## src/rtl/ssi_pkg.sv

```systemverilog
// Shared definitions for the SSI absolute-encoder master.
//   ssi_state_t      : controller state encoding
//   ERR_*            : bit positions inside err_flags
//   gray2bin()       : Gray-to-binary decode of the low 'width' bits
package ssi_pkg;

  typedef enum logic [2:0] {
    ST_IDLE,
    ST_START,
    ST_LOW,
    ST_HIGH,
    ST_RECOVER
  } ssi_state_t;

  localparam int ERR_IDLE_LOW     = 0;
  localparam int ERR_MONO_TIMEOUT = 1;
  localparam int ERR_OVERRUN      = 2;

  // Each binary bit is the XOR of all Gray bits at and above it; bits at or
  // above 'width' are returned as zero.
  function automatic logic [31:0] gray2bin(input logic [31:0] g, input int width);
    logic [31:0] b;
    logic        acc;
    b   = '0;
    acc = 1'b0;
    for (int i = 31; i >= 0; i--) begin
      if (i < width) begin
        acc  = acc ^ g[i];
        b[i] = acc;
      end
    end
    return b;
  endfunction

endpackage

```

## src/rtl/ssi_abs_encoder_if.sv

```systemverilog
// Host/pin bundle of one SSI encoder channel.
//   enable, trig, err_clr : request and flag control from the register file
//   ssi_d / ssi_c         : encoder data line in, SSI clock out
//   position, pos_vld     : decoded frame and its update strobe
//   err_flags, busy       : sticky line errors, transfer in progress
// master = the encoder block, slave = register file / pins side.
interface ssi_abs_encoder_if;
  logic        enable;
  logic        trig;
  logic        err_clr;
  logic        ssi_d;
  logic        ssi_c;
  logic [31:0] position;
  logic        pos_vld;
  logic [2:0]  err_flags;
  logic        busy;

  modport master (
    input  enable, trig, err_clr, ssi_d,
    output ssi_c, position, pos_vld, err_flags, busy
  );

  modport slave (
    output enable, trig, err_clr, ssi_d,
    input  ssi_c, position, pos_vld, err_flags, busy
  );
endinterface

```

## src/rtl/sync_2ff.sv

```systemverilog
// Two-flop synchroniser for a single asynchronous input.
//   clk_100m  : destination clock
//   rst_n_syn : asynchronous active-low reset, both flops load RST_VAL
//   d         : asynchronous input
//   q         : synchronised output
module sync_2ff #(
  parameter logic RST_VAL = 1'b0
) (
  input  logic clk_100m,
  input  logic rst_n_syn,
  input  logic d,
  output logic q
);

  logic meta;

  always_ff @(posedge clk_100m or negedge rst_n_syn) begin
    if (!rst_n_syn) begin
      meta <= RST_VAL;
      q    <= RST_VAL;
    end else begin
      meta <= d;
      q    <= meta;
    end
  end

endmodule

```

## src/rtl/ssi_abs_encoder.sv

```systemverilog
// SSI master for absolute position encoders.
//   clk_100m  : system clock
//   rst_n_syn : asynchronous active-low reset
//   bus       : ssi_abs_encoder_if.master (requests, pins, position, flags)
//
// state      | meaning
// -----------+-----------------------------------------------------------
// ST_IDLE    | ssi_c high, waiting for poll/trig/pending request
// ST_START   | request accepted with line idle high; next cycle ssi_c falls
// ST_LOW     | ssi_c low for CLK_DIV/2 cycles
// ST_HIGH    | ssi_c high for CLK_DIV/2 cycles; falling edge samples a bit
// ST_RECOVER | wait for encoder monoflop to release ssi_d, then commit
module ssi_abs_encoder
  import ssi_pkg::*;
#(
  parameter int DATA_BITS    = 28,
  parameter int CLK_DIV      = 20,
  parameter int READ_PERIOD  = 1000,
  parameter int GRAY         = 0,
  parameter int MONO_TIMEOUT = 4000
) (
  input logic              clk_100m,
  input logic              rst_n_syn,
  ssi_abs_encoder_if.master bus
);

  localparam int HALF = CLK_DIV / 2;
  localparam int PH_W = $clog2(HALF);
  localparam int BC_W = $clog2(DATA_BITS + 1);
  localparam int RC_W = $clog2(MONO_TIMEOUT + 1);
  localparam int PT_W = $clog2(READ_PERIOD);

  ssi_state_t           state;
  logic [PH_W-1:0]      ph;
  logic [BC_W-1:0]      bit_cnt;
  logic [RC_W-1:0]      rc;
  logic [DATA_BITS-1:0] sr;
  logic [3:0]           frame_cnt;
  logic                 ssi_c_q;
  logic [31:0]          pos_q;
  logic                 pos_vld_q;
  logic [2:0]           err_q;
  logic                 pending;
  logic                 en_q;
  logic [PT_W-1:0]      poll_cnt;

  logic        d_s;
  logic        poll_tc;
  logic        req;
  logic        req_any;
  logic        commit;
  logic        timeout;
  logic        ph_end;
  logic [2:0]  err_set;
  logic [31:0] pos_data;
  logic [31:0] pos_next;

  // Line idles high, so the synchroniser resets to 1 to avoid a false
  // idle-low error on the first request after reset.
  sync_2ff #(.RST_VAL(1'b1)) u_sync_d (
    .clk_100m  (clk_100m),
    .rst_n_syn (rst_n_syn),
    .d         (bus.ssi_d),
    .q         (d_s)
  );

  always_ff @(posedge clk_100m or negedge rst_n_syn) begin
    if (!rst_n_syn)
      poll_cnt <= '0;
    else if (!bus.enable || poll_tc)
      poll_cnt <= '0;
    else
      poll_cnt <= poll_cnt + 1'b1;
  end

  assign poll_tc = bus.enable && (poll_cnt == PT_W'(READ_PERIOD - 1));
  assign req     = bus.trig || poll_tc;
  assign req_any = req || pending;
  assign ph_end  = (ph == PH_W'(HALF - 1));
  assign commit  = (state == ST_RECOVER) && d_s && (rc >= RC_W'(CLK_DIV));
  assign timeout = (state == ST_RECOVER) && !d_s && (rc >= RC_W'(MONO_TIMEOUT));

  // Data bits sit zero-extended in pos_data, so OR-ing the frame counter
  // into the top nibble never collides with them (DATA_BITS <= 28).
  assign pos_data = (GRAY != 0) ? gray2bin(32'(sr), DATA_BITS) : 32'(sr);
  assign pos_next = pos_data | {frame_cnt + 4'd1, 28'd0};

  always_comb begin
    err_set = '0;
    if (state == ST_IDLE && req_any && !d_s)
      err_set[ERR_IDLE_LOW] = 1'b1;
    if (timeout)
      err_set[ERR_MONO_TIMEOUT] = 1'b1;
    if (state != ST_IDLE && req && pending)
      err_set[ERR_OVERRUN] = 1'b1;
  end

  always_ff @(posedge clk_100m or negedge rst_n_syn) begin
    if (!rst_n_syn) begin
      state     <= ST_IDLE;
      ph        <= '0;
      bit_cnt   <= '0;
      rc        <= '0;
      sr        <= '0;
      frame_cnt <= '0;
      ssi_c_q   <= 1'b1;
      pos_q     <= '0;
      pos_vld_q <= 1'b0;
      err_q     <= '0;
      pending   <= 1'b0;
      en_q      <= 1'b0;
    end else begin
      pos_vld_q <= 1'b0;
      en_q      <= bus.enable;
      // set has priority over a coincident clear
      err_q     <= (err_q & ~{3{bus.err_clr}}) | err_set;

      if (state == ST_IDLE)
        pending <= 1'b0;
      else if (req)
        pending <= 1'b1;
      else if (en_q && !bus.enable)
        pending <= 1'b0;

      case (state)
        ST_IDLE: begin
          ssi_c_q <= 1'b1;
          if (req_any && d_s)
            state <= ST_START;
        end
        ST_START: begin
          ssi_c_q <= 1'b0;
          ph      <= '0;
          bit_cnt <= '0;
          state   <= ST_LOW;
        end
        ST_LOW: begin
          if (ph_end) begin
            ssi_c_q <= 1'b1;
            ph      <= '0;
            state   <= ST_HIGH;
          end else begin
            ph <= ph + 1'b1;
          end
        end
        ST_HIGH: begin
          if (ph_end) begin
            ph <= '0;
            if (bit_cnt < BC_W'(DATA_BITS)) begin
              ssi_c_q <= 1'b0;
              sr      <= {sr[DATA_BITS-2:0], d_s};
              bit_cnt <= bit_cnt + 1'b1;
              state   <= ST_LOW;
            end else begin
              rc    <= '0;
              state <= ST_RECOVER;
            end
          end else begin
            ph <= ph + 1'b1;
          end
        end
        ST_RECOVER: begin
          ssi_c_q <= 1'b1;
          if (commit) begin
            frame_cnt <= frame_cnt + 4'd1;
            pos_q     <= pos_next;
            pos_vld_q <= 1'b1;
            state     <= ST_IDLE;
          end else if (timeout) begin
            state <= ST_IDLE;
          end else begin
            rc <= rc + 1'b1;
          end
        end
        default: begin
          ssi_c_q <= 1'b1;
          state   <= ST_IDLE;
        end
      endcase
    end
  end

  assign bus.ssi_c     = ssi_c_q;
  assign bus.position  = pos_q;
  assign bus.pos_vld   = pos_vld_q;
  assign bus.err_flags = err_q;
  assign bus.busy      = (state != ST_IDLE);

endmodule
```

## src/flat_wrapper.sv

```systemverilog
// flat-port wrapper written by rule: the top's interface ports become plain ports
module ssi_abs_encoder_flat import ssi_pkg::*;
#(
  parameter int DATA_BITS    = 28,
  parameter int CLK_DIV      = 20,
  parameter int READ_PERIOD  = 1000,
  parameter int GRAY         = 0,
  parameter int MONO_TIMEOUT = 4000
)
  (clk_100m, rst_n_syn, bus_enable, bus_trig, bus_err_clr, bus_ssi_d, bus_ssi_c, bus_position, bus_pos_vld, bus_err_flags, bus_busy);
  ssi_abs_encoder_if bus_i ();
  input logic clk_100m;
  input logic rst_n_syn;
  input wire logic [$bits(bus_i.enable)-1:0] bus_enable;
  input wire logic [$bits(bus_i.trig)-1:0] bus_trig;
  input wire logic [$bits(bus_i.err_clr)-1:0] bus_err_clr;
  input wire logic [$bits(bus_i.ssi_d)-1:0] bus_ssi_d;
  output wire logic [$bits(bus_i.ssi_c)-1:0] bus_ssi_c;
  output wire logic [$bits(bus_i.position)-1:0] bus_position;
  output wire logic [$bits(bus_i.pos_vld)-1:0] bus_pos_vld;
  output wire logic [$bits(bus_i.err_flags)-1:0] bus_err_flags;
  output wire logic [$bits(bus_i.busy)-1:0] bus_busy;
  assign bus_i.enable = bus_enable;
  assign bus_i.trig = bus_trig;
  assign bus_i.err_clr = bus_err_clr;
  assign bus_i.ssi_d = bus_ssi_d;
  assign bus_ssi_c = bus_i.ssi_c;
  assign bus_position = bus_i.position;
  assign bus_pos_vld = bus_i.pos_vld;
  assign bus_err_flags = bus_i.err_flags;
  assign bus_busy = bus_i.busy;
  ssi_abs_encoder #(.DATA_BITS(DATA_BITS), .CLK_DIV(CLK_DIV), .READ_PERIOD(READ_PERIOD), .GRAY(GRAY), .MONO_TIMEOUT(MONO_TIMEOUT)) u_core (.clk_100m(clk_100m), .rst_n_syn(rst_n_syn), .bus(bus_i));
endmodule
```

## config.mk

```make
export PLATFORM = sky130hd
export DESIGN_NAME = ssi_abs_encoder_flat
export DESIGN_NICKNAME = d
export VERILOG_FILES = /design/src/rtl/ssi_pkg.sv /design/src/rtl/ssi_abs_encoder_if.sv /design/src/rtl/sync_2ff.sv /design/src/rtl/ssi_abs_encoder.sv /design/src/flat_wrapper.sv
export SDC_FILE = /design/constraint.sdc
export NUM_CORES = 1
export LEC_CHECK = 0
export BUFFER_PORTS_ARGS = -buffer_cell sky130_fd_sc_hd__buf_2
export CORE_AREA = 2 2 90 136
export CTS_CLUSTER_DIAMETER = 200
export DETAILED_ROUTE_END_ITERATION = 8
export DIE_AREA = 0 0 92 138
export PLACE_DENSITY_LB_ADDON = 0.3
export SLEW_MARGIN = 5
export SYNTH_ARGS = -nofsm -noshare
export SYNTH_HDL_FRONTEND = slang
export SYNTH_SLANG_ARGS = --single-unit
```

## constraint.sdc

```tcl
create_clock -name clk_100m -period 2.5 [get_ports clk_100m]
set_input_delay 0.5 -clock clk_100m [delete_from_list [all_inputs] [get_ports clk_100m]]
set_output_delay 0.5 -clock clk_100m [all_outputs]
set_load 0.02 [all_outputs]
```

; Word-level counts from Yosys, hierarchy flattened
; Index checks and enable logic that the tools add are counted.
[op_classes]
n_eq_ne = 14
n_lt_le_gt_ge = 3
bitwise_logic = 4
n_mux = 30
addsub = 5
n_reduce_logical = 29
[op_table]
columns = operator, count
row1 = $mux 12, 4
row2 = $or 28x32->32, 1
row3 = $pmux 12 s2, 1
row4 = $mux 3, 6
row5 = $pmux 3 s5, 1
row6 = $add 12x1->12 const B, 1
row7 = $ge 12x12->1 const B, 1
row8 = $ge 12x5->1 const B, 1
row9 = $logic_and 1x1->1, 11
row10 = $mux 1, 11
row11 = $add 10x1->10 const B, 1
row12 = $eq 10x10->1 const B, 1
row13 = $mux 10, 1
row14 = $mux 5, 2
row15 = $pmux 5 s2, 1
row16 = $reduce_and 3->1, 3
row17 = $add 4x1->4 const B, 2
row18 = $ne 2x2->1 const B, 4
row19 = $pmux 4 s2, 1
row20 = $eq 3x2->1 const B, 2
row21 = $ne 2x1->1 const B, 3
row22 = $reduce_bool 2->1, 3
row23 = $reduce_bool 3->1, 2
row24 = $add 5x1->5 const B, 1
row25 = other kinds (17), 20
[totals]
regBits = 107
out_inout_bits = 38
elab_cells = 100

; Longest topological paths before layout
; Gate-level depths: netlist (run 1).
[logic_depth]
ltp_word = 8
depth_mapped = 9

; By module
; A second synthesis (run 1) with hierarchy kept.
[unflattened]
cells_unflattened = 422
area_unflattened_um2 = 4474.3
[by_module_without_submodules]
columns = module, area_per_inst_um2, instances, cells_each, seq_area_each_um2
row1 = ssi_abs_encoder, 4421.7, 1, 420, 2528.7
row2 = sync_2ff, 52.6, 1, 2, 52.6

; Least setup slack after synthesis (run 1)
; No wires, ideal clock.
[synth_path]
path_type = register -> register
from = register u_core.state[0]
to = register u_core.pos_q[31] (netlist: u_core.bus.position[31])
slack_ns = 0.499
t_arrival_ns = 1.872
path_stages_with_launch = 9
path_cell_list = dfrtp_1 -> buf_6 -> or3b_1 -> buf_2 -> a311o_1 -> clkinv_2 -> buf_6 -> nand4_4 -> xnor2_2
[synth_via]
elab_chain_len = 4
[synth_lines]
columns = item, line_no
row1 = start: declaration, ssi_abs_encoder.sv:33  ; ssi_state_t state;
row2 = start signal: assignment, ssi_abs_encoder.sv:100  ; state <= ST_IDLE;
row3 = start signal: assignment, ssi_abs_encoder.sv:129  ; state <= ST_START;
row4 = start signal: assignment, ssi_abs_encoder.sv:135  ; state <= ST_LOW;
row5 = $eq 3x3->1 (*), "ssi_abs_encoder.sv:80, ssi_abs_encoder.sv:125"
row6 = $logic_and 1x1->1 (2 in a row), ssi_abs_encoder.sv:80  ; assign commit = (state == ST_RECOVER) && d_s && (rc >= RC_W'(CLK_DIV));
row7 = $reduce_and 2->1 (no source line) (*), n/a
row8 = end signal: assignment, ssi_abs_encoder.sv:166  ; pos_q <= pos_next;
row9 = end: declaration, ssi_abs_encoder.sv:40  ; logic [31:0] pos_q;
; Every way passes the cells marked *; elsewhere a longest branch is shown, timed or not.
; A chain may end at the register's enable or synchronous reset.

; Worst setup path in the final report (run 1)
[layout_path]
from = register u_core.rc[8]
to = register u_core.rc[10]
[layout_via]
elab_chain_len = 4
elab_cells_between_ends = 11
cone_classes = add/sub (1) / order compare (2) / eq/ne (2) / mux (3) / reduce/logical (3)
[layout_lines]
columns = item, line_no
row1 = start: declaration, ssi_abs_encoder.sv:36  ; logic [RC_W-1:0] rc;
row2 = start signal: assignment, ssi_abs_encoder.sv:172  ; rc <= rc + 1'b1;
row3 = $add 12x1->12 (tied with other cells), ssi_abs_encoder.sv:172
row4 = $mux 12 (tied with other cells), ssi_abs_encoder.sv:169  ; end else if (timeout) begin
row5 = $mux 12 or $ne 2x2->1 (tied branches), n/a
row6 = $pmux 12 s2 or $reduce_and 5->1 (tied branches), n/a
; Parallel ways exist; a longest one is shown, timed or not. The select of a mux whose other input is x is not followed.

==> results of run 1 <==
-- cell families (layout without fill, tap and decap cells) --
kind of cell | Yosys count | count (layout) | share of synthesized area [%]
and+or+nand+nor | 180 | 180 | 18.6
adders and majority gates | 5 | 5 | 1.39
DFF | 103 | 103 | 57.3
muxes | 32 | 32 | 7.97
AOI/OAI and AO/OA | 53 | 53 | 8.58
buffers and inverters | 32 | 84 | 3.69
xor gates and xnor gates | 12 | 12 | 2.50
-- worst max-delay path, cell delays in order (launching register included) --
cell and delay, ns:
dfrtp_1 0.46, nor4_1 0.33, a311o_1 0.27, buf_4 0.36, nand2_1 0.27, o41ai_1 0.28
-- cell type report --
type,instances,area [sq um],share of cell area [%]
inverter,13,50.0,0.963
multi-input combinational,282,1760,33.9
clock buffer,10,229,4.41
timing repair buffer,55,323,6.21
tap,153,191,3.68
clock inverter,6,60.1,1.16
sequential,103,2580,49.7
-- stage by stage --
stage	cells	setup WS (ns)	instance area [sq um]	hold WS (ns)	utilization (%)
floorplan	417	0.499	4510	0.204	-
global placement	605	0.457	4900	0.329	42.1
detailed placement	605	0.421	4900	0.335	42.1
CTS	622	0.407	5200	0.234	44.6
global route	622	0.210	5200	0.238	44.6
finish	622	0.415	5200	0.250	44.6
-- layer usage --
metal	global-route usage, %	share of wire (%)	up-vias
li1	-	-	1534
met1	18.8	44	1594
met2	23.4	50	65
met3	2.62	3.9	15
met4	6.99	2.1	0
met5	0	0	-
-- registers in the layout, summed over array words and instances, names as in the netlist, 3 cells and up --
| signal | flops |
|---|---|
| u_core.bus.position | 32 |
| u_core.bit_cnt | 5 |
| u_core.rc | 12 |
| u_core.bus.err_flags | 3 |
| u_core.sr | 28 |
| u_core.state | 3 |
| u_core.poll_cnt | 10 |
| u_core.ph | 4 |
-- power by group through the flow --
stage / clock network (mW) / registers [mW] / logic (mW)
after floorplan: 0 / 1.72 / 0.0150
after global placement: 0 / 1.72 / 0.0644
after detailed placement: 0 / 1.72 / 0.0666
after CTS: 1.42 / 1.69 / 0.0678
after global routing: 1.48 / 1.69 / 0.0755
final: 1.37 / 1.69 / 0.0640
-- final timing paths --
path / start / cells after the start / end
min in group asynchronous: rst_n_syn / 2 / u_core.bus.position[11]
max: u_core.rc[8] / 5 / u_core.rc[10]
max in group asynchronous: rst_n_syn / 3 / u_core.bus.ssi_c
min: bus_ssi_d / 1 / u_core.u_sync_d.meta
min reg2reg: u_core.u_sync_d.meta / 0 / u_core.u_sync_d.q
max reg2reg: u_core.rc[8] / 5 / u_core.rc[10]
-- placed cells by master (no fill, tap or decap), drive strengths merged, types with 2 or more instances in the layout --
master,instances
nand2,103
dfrtp,100
buf,54
mux2,31
nor2,19
inv,17
nand3,13
xnor2,10
clkbuf,10
nor3,8
o21ai,8
o41ai,8
nand2b,6
nand4,6
a21oi,5
o31ai,5
ha,5
nor2b,4
and3,4
a31oi,4
and4,3
a21boi,3
a22o,3
dfstp,3
o32ai,2
and2,2
xor2,2
nor4,2
a311o,2
o2bb2ai,2
a41oi,2
or4,2
o22ai,2
clkinv,2
-- repair_timing --
action,4_1_cts,5_1_grt
setup buffers,0,0
hold buffers,1,0
hold endpoints to repair,7,0
==> flow_summary.ini, run 1 <==
[yosys]
yosysSeqAreaShare_pct = 57.3
netlist_top_cells_count = nand2_1 (103), dfrtp_1 (100), mux2_2 (31)
yosys_warnings = 0
synth_seq_cells = 103
synthTopCellsByArea = dfrtp_1 (56%), nand2_1 (8.6%), mux2_2 (7.7%)
netlist.area_leader.share_pct = 55.5
yosysTopAreaCell = dfrtp_1
syn_nets = 428
synth.avg_cell_area_sq_um = 10.8
syn-cell-area_sq_mm = 0.00451
synthFlopType = dfrtp_1
syn_inst = 417
synth-edff-count = 0
synthArstFlopShare_pct = 100
synthMostInstantiatedCell = nand2_1
synth.distinct_cells = 53

[die]
dieArea_sq_mm = 0.0127
num_rows = 49
start_util_pct = 38.7
die_w_um = 92
die_h_um = 138
core_area_sq_mm = 0.0116
ios = 44

[global_routing]
grt_pass1_vias = 3190
grt_util_all_layers_pct = 14.5
antenna_found_initial = 0
grt.overflow.total = 0
grt_pass1_wl_um = 15200
grt_max_degree = 63

[setup_path]
cp_max_fo = 32
crit_type = reg2reg
cp.arrival_ns = 2.32
start_kind = register
ff2ff_setup_slack_ns = 0.41
endpoint_kind = register
crit_required_ns = 2.74

[cells_and_area]
antenna_cells = 0
layout-drive-gt1-share_pct = 23.2
fill_cells = 1154
fin_nets = 475
syn2layout_area_growth_pct = 15.3

[power_and_ir_drop]
p_seq_share_pct = 54.0
p_sw_share_pct = 23.1
power_frac_clock_pct = 44.0
power_mw = 3.12
p_int_mw = 2.40
p_comb_share_pct = 2.0
p_switching_mw = 0.722
p_per_area_mw_per_mm2 = 601
power.leakage_nw = 2.61
vdd_drop_max_mv = 0.373

[clock_network]
clock_sinks = 103
cts-resized-gates = 0
clkSlewWorstSetupHoldPaths_ns = 0.07
h-tree-depth = 3
root_buffer = clkbuf_16
cts_tree = done
clk_latency_ns = 0.35
numCtsBuffers = 9
cts_buffer_depth = 2

[routing]
drtPass1Iterations = 4
via_count = 3208
drc = 0
ant_nets = 0
wl_per_cell_um = 14.0
wirelength_um = 8730
dr.first_iter.drc_count = 117
vias_per_cell = 5.16

[timing]
relSlewSlack_pct = 65.1
hold_viol = 0
period_share_pct = 83.4
fin_crit_ns = 2.09
finClkSkew_ns = 0.0129
setup-tns-final_ns = 0
setup_viol = 0
clock.fmax_mhz = 480
worstMarginPinSlew_ns = 0.520
rsz0062_at_grt = no
drv_slew = 0

[hold_path]
hold_class = in2reg

[placement]
place_congestion = 0.786
place_hpwl_um = 5980
io_buffers = 43

[run]
drv_cap = 0

[run_status]
status = finished, final reports clean
No activity file was read; power rests on OpenSTA's default activity.
==> run 2, diff against run 1 <==
--- a/config.mk
+++ b/config.mk
@@ -5,11 +5,12 @@
 export SDC_FILE = /design/constraint.sdc
 export NUM_CORES = 1
 export LEC_CHECK = 0
+export ABC_AREA = 1
 export BUFFER_PORTS_ARGS = -buffer_cell sky130_fd_sc_hd__buf_2
-export CORE_AREA = 2 2 90 136
+export CORE_AREA = 2 2 91 137
 export CTS_CLUSTER_DIAMETER = 200
 export DETAILED_ROUTE_END_ITERATION = 8
-export DIE_AREA = 0 0 92 138
+export DIE_AREA = 0 0 93 139
 export PLACE_DENSITY_LB_ADDON = 0.3
 export SLEW_MARGIN = 5
 export SYNTH_ARGS = -nofsm -noshare
==> constraint.sdc (replaced) <==
create_clock -name clk_100m -period 1.77 [get_ports clk_100m]
set_input_delay 0.354 -clock clk_100m [delete_from_list [all_inputs] [get_ports clk_100m]]
set_output_delay 0.354 -clock clk_100m [all_outputs]
set_load 0.02 [all_outputs]
==> run 2 against run 1 <==
Compared with the run above:
- cell area up 3.2%
- sequential share of layout area down 1.5 points
- setup slack worse by 0.27 ns
- worst hold slack worse by 0.13 ns
- register-to-register slack worse by 0.27 ns
- core utilization up 0.95 points
- critical path depth up 4
- power up 44%
- combinational power up 47%
- sequential power up 41%
- critical path type unchanged
- largest cell class unchanged
==> flow_summary.ini, run 2 <==
[run_status]
status = finished, final reports clean

[power_and_ir_drop]
p_comb_share_pct = 2.1
power_frac_clock_pct = 44.9
p_seq_share_pct = 53.0
vdd_drop_max_mv = 0.462
power.leakage_nw = 2.60
p_int_mw = 3.51
p_sw_share_pct = 21.8
p_switching_mw = 0.981
p_per_area_mw_per_mm2 = 838

[yosys]
synthArstFlopShare_pct = 100
synth.distinct_cells = 34
yosys_warnings = 0
synthFlopType = dfrtp_1
synth-edff-count = 0
yosysTopAreaCell = dfrtp_1
netlist_top_cells_count = nand2_1 (126), dfrtp_1 (100), inv_1 (55)
syn-cell-area_sq_mm = 0.00462
syn_nets = 512
syn_inst = 501
synthTopCellsByArea = dfrtp_1 (54%), nand2_1 (10%), inv_1 (4.5%)
netlist.area_leader.share_pct = 54.2
yosysSeqAreaShare_pct = 55.9
synth_seq_cells = 103
synth.avg_cell_area_sq_um = 9.22
synthMostInstantiatedCell = nand2_1

[clock_network]
h-tree-depth = 3
clk_latency_ns = 0.34
cts-resized-gates = 0
cts_tree = done
numCtsBuffers = 9
cts_buffer_depth = 2
clock_sinks = 103
root_buffer = clkbuf_16
clkSlewWorstSetupHoldPaths_ns = 0.07

[global_routing]
grt.overflow.total = 0
grt_pass1_vias = 3329
grt_pass1_wl_um = 15200
antenna_found_initial = 0
grt_max_degree = 72
grt_util_all_layers_pct = 14.4

[die]
dieArea_sq_mm = 0.0129
core_area_sq_mm = 0.0118
die_w_um = 93
start_util_pct = 39.2
die_h_um = 139
num_rows = 49
ios = 44

[setup_path]
ff2ff_setup_slack_ns = 0.14
cp_max_fo = 10
timing.rr.end = u_core.rc[1]
crit_type = reg2reg
start_kind = register
cp.arrival_ns = 1.85
r2r-start = u_core.state[0]
endpoint_kind = register
startpoint = u_core.state[0]
endpoint = u_core.rc[1]
crit_required_ns = 2.00
worstRegToRegCells = 9

[timing]
hold_viol = 0
clock.fmax_mhz = 615
fin_crit_ns = 1.63
relSlewSlack_pct = 74.9
setup-tns-final_ns = 0
period_share_pct = 91.8
setup_viol = 0
worstMarginPinSlew_ns = 0.374
rsz0062_at_grt = no
drv_slew = 0
finClkSkew_ns = 0.00606
layout_setup_ws_ns = 0.145

[routing]
wl_per_cell_um = 12.0
ant_nets = 0
vias_per_cell = 4.76
via_count = 3383
dr.max_layer_used = met4
drc = 0
drt-met1-wl_um = 3960
dr.first_iter.drc_count = 172
wirelength_um = 8510
met3WireLength_um = 323
drtPass1Iterations = 4
wl_met2_um = 4090

[cells_and_area]
largest_register_ffs = 32
final_common_cell = nand2_1
layout-drive-gt1-share_pct = 19.9
syn2layout_area_growth_pct = 16.1
fin_nets = 563
antenna_cells = 0
fill_cells = 1146
final_cell_mix = nand2_1 (126), dfrtp_1 (100), inv_1 (55)
fin_util_pct = 45.6

[placement]
dp_slack_ns = 0.0907
io_buffers = 43
place_congestion = 0.844
place_hpwl_um = 5840

[run]
drv_cap = 0

[hold_path]
hold_class = in2reg
## run 2: changes by cell type after synthesis, moves of 14 or more
| cell | change |
|---|---|
| inv_1 | +43 |
| mux2_2 | -31 |
| nand2_1 | +23 |
| nor2_1 | +18 |
| o21ai_0 | +30 |
| o21ai_1 | +17 |
| o21ai_2 | +14 |
## run 2: logic make-up (layout without fill, tap and decap cells)
kind of cell | after synthesis | in the layout | share of synthesized area, %
AO/OA/AOI/OAI | 87 | 87 | 11.1
adder cells (fa/ha/maj) | 5 | 5 | 1.35
flip-flops | 103 | 103 | 55.9
XOR/XNOR | 13 | 13 | 2.46
AND/OR/NAND/NOR | 217 | 217 | 21.7
buffers and inverters | 76 | 132 | 7.53
## run 2: power by group through the flow
stage	sequential (mW)	combinational, mW	clock, mW
6_report	2.38	0.0942	2.02
2_1_floorplan	2.43	0.0213	0
3_5_place_dp	2.43	0.0975	0
4_1_cts	2.38	0.100	2.08
3_3_place_gp	2.42	0.0953	0
5_1_grt	2.38	0.111	2.17
## run 2: critical path, stage by stage (launching register included)
cell and delay [ns]:
dfrtp_1 0.41, inv_2 0.15, nand3_4 0.18, nor2_1 0.16
nand3_2 0.14, nand2_4 0.13, nor2_8 0.06, buf_12 0.13
nand3_1 0.06, o21ai_0 0.08
## run 2: stage by stage
step | cells | hold WS, ns | instance area [sq um] | power (mW)
floorplan | 501 | 0.0584 | 4620 | 2.45
global placement | 689 | 0.335 | 5000 | 2.52
detailed placement | 689 | 0.335 | 5000 | 2.52
CTS | 706 | 0.105 | 5320 | 4.56
global route | 710 | 0.102 | 5360 | 4.66
finish | 710 | 0.115 | 5360 | 4.49
## run 2: worst min path at each step
| stage | from | endpoint | slack [ns] | cells past startpoint |
|---|---|---|---|---|
| after floorplan | rst_n_syn | u_core.bit_cnt[0] | 0.06 | 0 |
| after global placement | rst_n_syn | u_core.sr[22] | 0.33 | 2 |
| after detailed placement | rst_n_syn | u_core.sr[22] | 0.34 | 2 |
| after CTS | bus_ssi_d | u_core.u_sync_d.meta | 0.11 | 1 |
| after global routing | bus_ssi_d | u_core.u_sync_d.meta | 0.10 | 1 |
| final | bus_ssi_d | u_core.u_sync_d.meta | 0.12 | 1 |
## run 2: what timing repair did
action | CTS | global route
setup buffers | 0 | 4
hold buffers | 1 | 0
endpoints found under the setup margin | 0 | 6
hold endpoints to repair | 30 | 0
## run 2: layout make-up
cell class                      instances  area (sq um)  share of cell area, %
Timing Repair Buffer                   53           358                   6.67
Multi-Input combinational cell        322          1690                   31.5
Sequential cell                       103          2580                   48.1
Clock buffer                            9           225                   4.20
Inverter                               63           236                   4.41
Clock inverter                          7          81.3                   1.52
Tap cell                              153           191                   3.57
## run 2: metal layers
metal / global-route usage [%] / up-vias
met3: 2.99 / 15
li1: - / 1697
met5: 0 / -
met1: 18.7 / 1601
met2: 23.8 / 70
met4: 4.80 / 0
